## src/rtl/mc_control.sv

```systemverilog
// -----------------------------------------------------------------------------
// mc_control
//
// Main control unit for a multicycle MIPS-style datapath that uses one unified
// memory for instructions and data. One instruction moves through a short
// sequence of states. Every datapath control output is decoded combinationally
// from the current state, the opcode/function fields and the memory handshake.
// The only exception is pc_en, which also folds in the ALU zero flag to gate
// a taken branch.
//
// Ports
//   clk          rising-edge clock for all state
//   rst          asynchronous, active-high reset (forces FETCH)
//   op[5:0]      opcode field of the instruction register
//   funct[5:0]   function field of the instruction register (R-type)
//   zero         ALU zero flag
//   mem_ready    unified memory completed the current access this cycle
//   iord         memory address select: 0 = PC, 1 = ALU out register
//   mem_read     memory read strobe
//   mem_write    memory write strobe
//   ir_write     instruction register load enable
//   reg_write    register file write enable
//   reg_dst      register file destination select: 1 = rd, 0 = rt
//   mem_to_reg   register file write data select: 1 = memory data
//   alu_src_a    ALU A select: 0 = PC, 1 = A register
//   alu_src_b    ALU B select: 00 = B, 01 = 4, 10 = signImm, 11 = signImm<<2
//   alu_control  ALU operation code
//   pc_src       PC source: 00 = ALU result, 01 = ALU out, 10 = jump target
//   pc_en        PC load enable
//   state[3:0]   current state code
//   instr_done   one-cycle pulse in the last cycle of every instruction
//   illegal      one-cycle pulse on an unsupported opcode or function
// -----------------------------------------------------------------------------
module mc_control (
   input  logic       clk,
   input  logic       rst,
   input  logic [5:0] op,
   input  logic [5:0] funct,
   input  logic       zero,
   input  logic       mem_ready,
   output logic       iord,
   output logic       mem_read,
   output logic       mem_write,
   output logic       ir_write,
   output logic       reg_write,
   output logic       reg_dst,
   output logic       mem_to_reg,
   output logic       alu_src_a,
   output logic [1:0] alu_src_b,
   output logic [2:0] alu_control,
   output logic [1:0] pc_src,
   output logic       pc_en,
   output logic [3:0] state,
   output logic       instr_done,
   output logic       illegal
);

   typedef enum logic [3:0] {
      S_FETCH    = 4'd0,
      S_DECODE   = 4'd1,
      S_MEMADR   = 4'd2,
      S_MEMREAD  = 4'd3,
      S_MEMWB    = 4'd4,
      S_MEMWRITE = 4'd5,
      S_EXECUTE  = 4'd6,
      S_ALUWB    = 4'd7,
      S_BRANCH   = 4'd8,
      S_ADDIEXEC = 4'd9,
      S_ADDIWB   = 4'd10,
      S_JUMP     = 4'd11
   } state_t;

   localparam logic [5:0] OP_RTYPE = 6'b000000;
   localparam logic [5:0] OP_LW    = 6'b100011;
   localparam logic [5:0] OP_SW    = 6'b101011;
   localparam logic [5:0] OP_BEQ   = 6'b000100;
   localparam logic [5:0] OP_ADDI  = 6'b001000;
   localparam logic [5:0] OP_J     = 6'b000010;

   localparam logic [2:0] ALU_AND = 3'b000;
   localparam logic [2:0] ALU_OR  = 3'b001;
   localparam logic [2:0] ALU_ADD = 3'b010;
   localparam logic [2:0] ALU_SUB = 3'b110;
   localparam logic [2:0] ALU_SLT = 3'b111;

   localparam logic [1:0] SRCB_REG   = 2'b00;
   localparam logic [1:0] SRCB_FOUR  = 2'b01;
   localparam logic [1:0] SRCB_IMM   = 2'b10;
   localparam logic [1:0] SRCB_IMMSH = 2'b11;

   localparam logic [1:0] PCSRC_ALU    = 2'b00;
   localparam logic [1:0] PCSRC_ALUOUT = 2'b01;
   localparam logic [1:0] PCSRC_JUMP   = 2'b10;

   state_t state_q;
   state_t state_nxt;
   logic   pc_write;
   logic   branch;

   // R-type function decode: returns {supported, alu_control}.
   function automatic logic [3:0] decode_funct(input logic [5:0] f);
      logic [3:0] r;
      case (f)
         6'b100000: r = {1'b1, ALU_ADD};
         6'b100010: r = {1'b1, ALU_SUB};
         6'b100100: r = {1'b1, ALU_AND};
         6'b100101: r = {1'b1, ALU_OR};
         6'b101010: r = {1'b1, ALU_SLT};
         default:   r = {1'b0, ALU_AND};
      endcase
      return r;
   endfunction

   // State register; reset aborts any instruction in flight, memory waits included.
   always_ff @(posedge clk or posedge rst) begin
      if (rst) begin
         state_q <= S_FETCH;
      end else begin
         state_q <= state_nxt;
      end
   end

   // Next-state and output decode
   always_comb begin
      logic [3:0] fdec;

      iord        = 1'b0;
      mem_read    = 1'b0;
      mem_write   = 1'b0;
      ir_write    = 1'b0;
      reg_write   = 1'b0;
      reg_dst     = 1'b0;
      mem_to_reg  = 1'b0;
      alu_src_a   = 1'b0;
      alu_src_b   = SRCB_REG;
      alu_control = ALU_AND;
      pc_src      = PCSRC_ALU;
      pc_write    = 1'b0;
      branch      = 1'b0;
      instr_done  = 1'b0;
      illegal     = 1'b0;
      state_nxt   = S_FETCH;
      fdec        = decode_funct(funct);

      case (state_q)
         S_FETCH: begin
            // PC + 4 is computed every fetch cycle but only committed with the
            // instruction word, so a wait cycle leaves every output unchanged.
            mem_read    = 1'b1;
            alu_src_b   = SRCB_FOUR;
            alu_control = ALU_ADD;
            if (mem_ready) begin
               ir_write  = 1'b1;
               pc_write  = 1'b1;
               state_nxt = S_DECODE;
            end else begin
               state_nxt = S_FETCH;
            end
         end

         S_DECODE: begin
            // Speculatively form the branch target in the ALU out register.
            alu_src_b   = SRCB_IMMSH;
            alu_control = ALU_ADD;
            case (op)
               OP_LW, OP_SW: state_nxt = S_MEMADR;
               OP_RTYPE:     state_nxt = S_EXECUTE;
               OP_BEQ:       state_nxt = S_BRANCH;
               OP_ADDI:      state_nxt = S_ADDIEXEC;
               OP_J:         state_nxt = S_JUMP;
               default: begin
                  illegal   = 1'b1;
                  state_nxt = S_FETCH;
               end
            endcase
         end

         S_MEMADR: begin
            alu_src_a   = 1'b1;
            alu_src_b   = SRCB_IMM;
            alu_control = ALU_ADD;
            state_nxt   = (op == OP_LW) ? S_MEMREAD : S_MEMWRITE;
         end

         S_MEMREAD: begin
            iord      = 1'b1;
            mem_read  = 1'b1;
            state_nxt = mem_ready ? S_MEMWB : S_MEMREAD;
         end

         S_MEMWB: begin
            reg_write  = 1'b1;
            mem_to_reg = 1'b1;
            instr_done = 1'b1;
            state_nxt  = S_FETCH;
         end

         S_MEMWRITE: begin
            iord       = 1'b1;
            mem_write  = 1'b1;
            instr_done = mem_ready;
            state_nxt  = mem_ready ? S_FETCH : S_MEMWRITE;
         end

         S_EXECUTE: begin
            alu_src_a = 1'b1;
            alu_src_b = SRCB_REG;
            if (fdec[3]) begin
               alu_control = fdec[2:0];
               state_nxt   = S_ALUWB;
            end else begin
               illegal   = 1'b1;
               state_nxt = S_FETCH;
            end
         end

         S_ALUWB: begin
            reg_write  = 1'b1;
            reg_dst    = 1'b1;
            instr_done = 1'b1;
            state_nxt  = S_FETCH;
         end

         S_BRANCH: begin
            alu_src_a   = 1'b1;
            alu_src_b   = SRCB_REG;
            alu_control = ALU_SUB;
            pc_src      = PCSRC_ALUOUT;
            branch      = 1'b1;
            instr_done  = 1'b1;
            state_nxt   = S_FETCH;
         end

         S_ADDIEXEC: begin
            alu_src_a   = 1'b1;
            alu_src_b   = SRCB_IMM;
            alu_control = ALU_ADD;
            state_nxt   = S_ADDIWB;
         end

         S_ADDIWB: begin
            reg_write  = 1'b1;
            instr_done = 1'b1;
            state_nxt  = S_FETCH;
         end

         S_JUMP: begin
            pc_src     = PCSRC_JUMP;
            pc_write   = 1'b1;
            instr_done = 1'b1;
            state_nxt  = S_FETCH;
         end

         // Unused codes 12-15 drive nothing and recover to FETCH.
         default: state_nxt = S_FETCH;
      endcase
   end

   assign pc_en = pc_write | (branch & zero);
   assign state = state_q;

endmodule

```

## config.mk

```make
export PLATFORM = sky130hd
export DESIGN_NAME = mc_control
export DESIGN_NICKNAME = d
export VERILOG_FILES = /design/src/rtl/mc_control.sv
export SDC_FILE = /design/constraint.sdc
export NUM_CORES = 1
export LEC_CHECK = 0
export ABC_CLOCK_PERIOD_IN_PS = 3100
export CAP_MARGIN = 10
export CORE_UTILIZATION = 38
export DETAILED_ROUTE_END_ITERATION = 8
export PLACE_DENSITY = 0.8
export SETUP_SLACK_MARGIN = 0.02
export SLEW_MARGIN = 20
export SYNTH_ARGS = -nofsm -noshare
export SYNTH_HDL_FRONTEND = slang
export SYNTH_SLANG_ARGS = --single-unit
export TNS_END_PERCENT = 50
```

## constraint.sdc

```tcl
create_clock -name clk -period 3.1 [get_ports clk]
set_clock_uncertainty 0.2 [all_clocks]
set_input_delay 0.775 -clock clk [delete_from_list [all_inputs] [get_ports clk]]
set_output_delay 0.775 -clock clk [all_outputs]
set_load 0.05 [all_outputs]
```

==> reports/results.ini, run 1 <==
[floorplanning]
dieArea_um2=1720
io_pins=38
die_x_um=41.5
std_cell_rows=13
start_util=0.433
die_y_um=41.5
fp.coreArea_um2=1370

[cells_and_area]
seq_area_um2=100
largest_reg_flops=4
nets=155
layout-drive-gt1-share=0.365
fillCellCount=68
final_area_um2=1230
instances_no_fill=152
multi_input_area_um2=563
final_common_cell=buf_4
final_core_util=0.898
n_antenna_cell=0
area_growth_pct=107
final_cell_mix=20 x buf_4, 12 x clkdlybuf4s50_1, 9 x nor2_1

[pwr]
swShare=0.501
vdd.ir_drop.worst_v=0.000312
p_total_uw=452
p_leak_nw=0.539
p_per_area_nw_per_um2=368
power_frac_seq=0.167
p_clk_frac=0.147
combPwrFrac=0.685
p_sw_uw=226
p_int_uw=226

[yosys]
synth-edff-count=0
yosys-top-cells-area=dfrtp_1 17%, nand2b_1 9.5%, nor3_1 6.8%
syn_area_um2=592
synth_warnings=0
synthArstFlopShare=1.00
synth.avg_cell_area_um2=6.65
netlist_instances=89
synth_ff_type=dfrtp_1
synthDistinctLibCells=29
yosysSeqAreaShare=0.169
synth_top_area_frac=0.169
ys_seq_elements=4
yosysTopAreaCell=dfrtp_1
syn-num-nets=105

[sta]
slew_headroom=0.621
max_freq_ghz=0.325
rsz0062_at_grt=true
tightestPinTransition_ns=0.569
finalMaxSlewViolations=0
final.min_clock_period_ns=3.07
hold_violations=0
setup_viol=0
post-route-period-util=0.991
finalHoldWorstSlack_ns=0.518

[setup_path]
crit_fanout=2
cp.required_ns=2.12
start_kind=input pin
reg2reg_slack_ns=1.08
timing.rr.end=state[2]$_DFF_PP0_
r2r_start=state[0]$_DFF_PP0_
r2r_cells=4
cp-end-kind=primary output
worstPathArrival_ns=2.10
worstSetupPathType=input pin to primary output

[place]
dpl.hpwl_um=1870
numPortBuffers=37
dp.cells=148
gp_congestion=0.900
place_area_um2=1150

[route]
drc=0
drt_iter0_drc=23
ant_nets=0
vias=942
drt-wirelength-per-cell_um=16.7
viasPerCell=6.20
first_pass_iters=4
wl_um=2540

[grt]
grt_max_degree=17
grt_pass1_wl_um=3950
grt_usage=0.290
antenna_found_initial=0
grt_pass1_vias=856
grt.overflow.total=0

[clock_network]
tritoncts=done
cts.root.buffer_cell=clkbuf_4
cts_sinks=4
cts.path.max_buffers=2
holdBufCountCts=0
clk_pin_slew_worst_paths_ns=0.04
cts_made_buffers=3
clk_latency_ns=0.23
htreeDepth=1

[worst_hold_path]
min_from=state[3]$_DFF_PP0_
hold_depth=1
hold_class=flop to flop
min_to=state[0]$_DFF_PP0_

[outcome]
status=complete, no violations

[run]
cap_violations=0

## synthesized netlist by cell type, drive strengths merged, types with 3 or more instances
library cell / instances
nor2: 10
nand2b: 9
nor3: 8
nand2: 7
o21ai: 5
a21oi: 4
clkbuf: 4
dfrtp: 4
nand4: 4
nor2b: 4
nand3: 3
o31ai: 3
## worst max path at each step
stage	from	to	slack, ns	cells after the start
after floorplan	state[3]$_DFF_PP0_	illegal	-0.15	3
after global placement	op[0]	illegal	-0.24	6
after detailed placement	op[0]	illegal	-0.29	6
after CTS	op[3]	illegal	-0.001	6
after global routing	op[0]	illegal	0.0002	6
final	op[0]	illegal	0.03	6
## routing by layer
metal,track usage,vias to the layer above,routed length (um)
met4,0.187,0,123
met2,0.466,59,1220
met5,0,-,0
li1,-,437,-
met3,0.0478,16,159
met1,0.356,430,1050
## timing repair
item / CTS / global route
setup buffers: 1 / 0
resized for setup: 17 / 11
endpoints found under the setup margin: 2 / 4
pin swaps: 4 / 3
## critical path: stages
cell and delay [ns]:
buf_6 0.09, or4_1 0.51, a211o_1 0.31, nand4_1 0.15, o31ai_4 0.10, buf_6 0.16
## layout make-up
type                            instances  share of cell area
Multi-Input combinational cell         79               0.459
Timing Repair Buffer                   49               0.420
Sequential cell                         4              0.0815
Clock buffer                            3              0.0183
Tap cell                               15              0.0153
Inverter                                2             0.00612
## power groups by stage
stage          clock (mW)  sequential, mW  combinational [mW]
2_1_floorplan           0          0.0799               0.158
3_3_place_gp            0          0.0761               0.288
3_5_place_dp            0          0.0765               0.296
4_1_cts            0.0661          0.0758               0.302
5_1_grt            0.0658          0.0781               0.321
6_report           0.0666          0.0756               0.310
## cell families (layout without fill, tap and decap cells)
family,Yosys count,count (layout),share of synthesized area
and+or+nand+nor,53,53,0.482
AOI/OAI and AO/OA,22,22,0.245
buffers and inverters,6,54,0.0381
DFF,4,4,0.169
xor gates and xnor gates,2,2,0.0296
muxes,2,2,0.0359
## stage by stage
step	setup WS [ns]	setup TNS, ns
2_1_floorplan	-0.149	-0.275
3_3_place_gp	-0.242	-0.361
3_5_place_dp	-0.286	-0.469
4_1_cts	-0.00140	-0.00140
5_1_grt	0.000161	0
6_report	0.0274	0
Power figures use the tool's default switching activity.
==> inputs of run 2 (changes only) <==
--- a/config.mk
+++ b/config.mk
@@ -5,11 +5,13 @@
 export SDC_FILE = /design/constraint.sdc
 export NUM_CORES = 1
 export LEC_CHECK = 0
-export ABC_CLOCK_PERIOD_IN_PS = 3100
+export ABC_CLOCK_PERIOD_IN_PS = 3300
 export CAP_MARGIN = 10
-export CORE_UTILIZATION = 38
+export CORE_UTILIZATION = 35
 export DETAILED_ROUTE_END_ITERATION = 8
-export PLACE_DENSITY = 0.8
+export GPL_ROUTABILITY_DRIVEN = 0
+export PLACE_DENSITY = 0.75
+export REMOVE_ABC_BUFFERS = 1
 export SETUP_SLACK_MARGIN = 0.02
 export SLEW_MARGIN = 20
 export SYNTH_ARGS = -nofsm -noshare
==> constraint.sdc (replaced) <==
create_clock -name clk -period 3.3 [get_ports clk]
set_clock_uncertainty 0.2 [all_clocks]
set_input_delay 0.825 -clock clk [delete_from_list [all_inputs] [get_ports clk]]
set_output_delay 0.825 -clock clk [all_outputs]
set_load 0.05 [all_outputs]
==> reports/results.ini, run 2 (synthesized netlist as in run 1, its figures left out) <==
[route]
first_pass_iters=4
drt_iter0_drc=31
drc=0
ant_nets=0
vias=914
wl_um=2280
viasPerCell=5.90
drt-wirelength-per-cell_um=14.7

[pwr]
p_total_uw=399
vdd.ir_drop.worst_v=0.000204
p_leak_nw=0.530
p_per_area_nw_per_um2=338

[grt]
grt.overflow.total=0
grt_usage=0.260
grt_pass1_wl_um=3650
grt_max_degree=17
grt_pass1_vias=834
use_met3=0.0723
grt_util_met2=0.400
met1_usage=0.326
top_usage_layer=met2
antenna_found_initial=0

[sta]
tightestPinTransition_ns=0.506
max_freq_ghz=0.307
setup_viol=0
post-route-period-util=0.987
hold_violations=0
rsz0062_at_grt=true
final.min_clock_period_ns=3.26
slew_headroom=0.661
finalHoldWorstSlack_ns=0.525
finalMaxSlewViolations=0

[worst_hold_path]
hold_class=flop to flop
hold_depth=2

[place]
numPortBuffers=37
dpl.hpwl_um=1710

[cells_and_area]
nets=157
final_common_cell=buf_4
seq_area_um2=100
multi_input_area_um2=505
fillCellCount=116
area_growth_pct=99.6
final_cell_mix=19 x buf_4, 17 x clkdlybuf4s50_1, 10 x nor2_1
layout-drive-gt1-share=0.259
n_antenna_cell=0
largest_reg_flops=4

[setup_path]
worstPathArrival_ns=2.23
r2r_cells=5
worstPathCellList=dlygate4sd2_1 > or4_1 > a211o_1 > nand4_1 > o31ai_2 > buf_6
cp.required_ns=2.27
worstSetupPathType=input pin to primary output
cp-end-kind=primary output
start_kind=input pin
cpPeakStageDelay_ns=0.51
crit_fanout=2
worst_path_max_delay_cell=or4_1

[run]
cap_violations=0

[clock_network]
htreeDepth=1
tritoncts=done
holdBufCountCts=0
cts.path.max_buffers=2
clk_pin_slew_worst_paths_ns=0.04
cts_sinks=4
cts_made_buffers=3
cts.root.buffer_cell=clkbuf_4
clk_latency_ns=0.24

[floorplanning]
start_util=0.384
die_y_um=43.1
std_cell_rows=14
io_pins=38
dieArea_um2=1860
fp.coreArea_um2=1540
die_x_um=43.1

[outcome]
status=complete, no violations

## run 2: final cells by class
type,instances,share of cell area
clock buffers,3,0.0191
inverters,2,0.00636
multi-input cells,79,0.428
flip-flops and latches,4,0.0847
well taps,16,0.0169
repair buffers,51,0.445
## run 2: report_power, final
part	total (mW)	internal (mW)	switching [mW]
Sequential	0.0681	0.0534	0.0147
Combinational	0.270	0.107	0.162
Clock	0.0617	0.0407	0.0210
Total	0.399	0.201	0.198
## run 2: per-layer routing
| metal | vias up | share of wire |
|---|---|---|
| met5 | - | 0 |
| met4 | 0 | 0.020 |
| met3 | 8 | 0.093 |
| met2 | 49 | 0.49 |
| met1 | 422 | 0.40 |
| li1 | 435 | - |
## run 2: what timing repair did
action                     4_1_cts  5_1_grt
gates resized for setup          7        9
setup endpoints to repair        2        2
pin swaps                        3        6
buffers inserted                 0        1
hold endpoints to repair         0        0
## run 2: worst max-delay path, delay by kind of cell
family / cells / cell delay, ns
AOI/OAI and AO/OA: 2 / 0.36
buffers and inverters: 2 / 0.40
and+or+nand+nor: 2 / 0.65
## run 2: through the flow
stage	worst slack [ns]	cell area (um2)	TNS, ns	cells	utilization
finish	0.0420	1180	0	155	0.766
global route	-0.0378	1180	-0.0439	155	0.766
CTS	-0.00194	1140	-0.00194	154	0.737
detailed placement	-0.150	1110	-0.223	151	0.720
global placement	-0.156	1110	-0.210	151	0.720
floorplan	-0.426	577	-1.34	85	-
## run 2: final timing paths
check / slack (ns) / start / endpoint
worst max-delay path: 0.04 / op[5] / illegal
worst min-delay path: 0.52 / state[3]$_DFF_PP0_ / state[0]$_DFF_PP0_
worst max register to register: 1.51 / state[1]$_DFF_PP0_ / state[0]$_DFF_PP0_
worst min register to register: 0.52 / state[3]$_DFF_PP0_ / state[0]$_DFF_PP0_
max in group asynchronous: 2.17 / rst / state[2]$_DFF_PP0_
min in group asynchronous: 0.57 / rst / state[3]$_DFF_PP0_
==> edit (settings of run 1) <==
Reset style: synchronous (`rst`), changed in one clocked block. Comments in the files are not updated.
--- a/src/rtl/mc_control.sv
+++ b/src/rtl/mc_control.sv
@@ -114,3 +114,3 @@
    // State register; reset aborts any instruction in flight, memory waits included.
-   always_ff @(posedge clk or posedge rst) begin
+   always_ff @(posedge clk) begin
       if (rst) begin
Formal check against the unedited RTL: differs if rst is asserted again (counterexample within 4 cycles, from zero or initial values and one cycle with rst high); with rst held inactive, the same outputs for 10 cycles.
==> edit against run 1 <==
The flow now finishes with violations (negative setup slack); sequential cell count unchanged; non-clock buffer count grew 9; hold slack improved by 0.047 ns; via count grew 22%; routed wire length up 52%; worst setup slack got worse by 0.035 ns; critical path depth grew 2; final area up 6.6%; area after synthesis decreased by 2.3%; largest cell class is now buffers.
Power is not compared: it rests on default switching activity, and its combinational part moved more than twofold at a synthesized area within 25%.
==> edit: results (changes against run 1) <==
The flow ran to the end, but the final reports show violations. The final reports fail on negative setup slack. The fraction of registers with async set or reset after synthesis is 0% (-100 points). The count of cells along the worst hold path came out at 2 (+1). The number of antenna violations at the first check in global routing was 0 (unchanged); the multi-input logic portion of the cell area was 44.6% (-1.3 points). The family of cells with the greatest summed delay on the critical path was buffers and inverters. The proportion of cell area spent on the clock network came out at 1.72% (-0.11 points). Worst min-delay path startpoint: state[1]$_SDFF_PP0_. The count of plain and timing-repair buffers in the layout is 58 (+18%). The xor/xnor share of the synthesized area came out at 3.03% (+0.070 points). The global-route wire length before repair was 4.22 mm (+6.8%). Among all flip-flop cells after synthesis, the most frequent one is sky130_fd_sc_hd__dfxtp_1. In this run, power in the clock network comes to 0.0717 mW. The highest net fanout along the worst path works out to 3 (+1).

The routed wire length came out at 3.87 mm (+52%). The total power was 0.283 mW. The startpoint of the most critical register-to-register path was state[0]$_SDFF_PP0_. The mux share of post-synthesis cell area was 1.95% (-1.6 points). The area used by sequential logic in the layout was 80.1 µm² (-20%); the per-cell via count in the routed design was 7.17 (+16%). The maximum number of pins on one net before global-route repair was 14 (-3); the proportion of layout cells with a drive suffix above 1 was 42.8% (+6.3 points). Number of search-and-repair iterations in the first detailed-routing pass: 5 (+1).

The half-perimeter wire length after placement was 1.82 mm (-3.0%); the cell count after placement was 151 (+2.0%). The count of endpoints failing setup in the final report is 1 (+1). The logs give 0.25 ns (+0.02 ns) for the clock latency on the worst-skew pair and 78 (-1.3%) for the count of multi-input gates.

The number of flip-flops under the largest register name is 4 (unchanged), and the number of fill cells in the layout is 26 (-62%). The gate count after technology mapping was 90 (+1.1%); the via count was 1147 (+22%). The detailed router's first-iteration violation count came out at 140 (+510%). The distinct cell type count after synthesis was 38 (+31%).

The maximum single-stage delay on the critical path works out to 0.25 ns (-0.26 ns). Slack of the worst reg-to-reg path: 0.68 ns (-0.40 ns). The tools report the pre-CTS worst setup slack as -0.233 ns (+0.0534 ns). The worst register-to-register path ends at state[1]$_SDFF_PP0_.

The smallest setup slack after layout is -0.00753 ns (-0.0350 ns), and the max-slew headroom at the worst pin is 65.1% (+3.1 points). The number of nets in the synthesized netlist was 106 (+0.95%); the final net count was 163 (+5.2%). Sorting the synthesized cells by how often they occur yields sky130_fd_sc_hd__nor2_1 (12), sky130_fd_sc_hd__nor3_1 (9), sky130_fd_sc_hd__clkbuf_1 (6), sky130_fd_sc_hd__nand2_1 (6), sky130_fd_sc_hd__o21ai_0 (6). Among all stages on the critical path, the largest delay is contributed by sky130_fd_sc_hd__dlygate4sd2_1. Register bit count reported by yosys: 4 (unchanged).

The run gives 0.858 (-4.7%) as the global placer's final weighted congestion. The run gives 13.9% (-3.1 points) as the sequential share of the synthesized area. In the post-synthesis netlist, the biggest area contributors are sky130_fd_sc_hd__dfxtp_1 (14%), sky130_fd_sc_hd__nor3_1 (7.8%), sky130_fd_sc_hd__nor2_1 (7.8%). The worst hold path terminates at state[0]$_SDFF_PP0_.

The area fraction in compound gates after synthesis is 34.0% (+9.5 points), and the overall fraction of global-route tracks in use is 38.8% (+9.8 points). The number of global-route vias before repair is 934 (+9.1%).
-- edit: cell types whose count changed after synthesis, sizes merged, moves of 3 or more --
cell    delta
dfrtp      -4
nand4      -3
nand2b     -5
dfxtp      +4
-- edit: stage by stage --
stage	util, %	instance area [µm²]	hold WS, ns
after global routing	96.9	1310	0.592
final	96.9	1310	0.565
after floorplan	-	591	0.647
after global placement	83.5	1130	0.506
after detailed placement	83.5	1130	0.519
after CTS	89.6	1210	0.523
-- edit: layer usage --
layer  routed length (µm)  GRT usage (%)  vias to the layer above
li1                     -              -                      456
met3                  463           6.52                       50
met4                  297           27.5                        0
met1                 1280           47.1                      498
met5                    0              0                        -
met2                 1830           60.9                      143
-- edit: timing repair --
action / 4_1_cts / 5_1_grt
endpoints found under the setup margin: 2 / 5
pin swaps: 2 / 5
hold endpoints to repair: 0 / 0
cloned: 0 / 0
buffers inserted: 6 / 0
resized for setup: 9 / 26
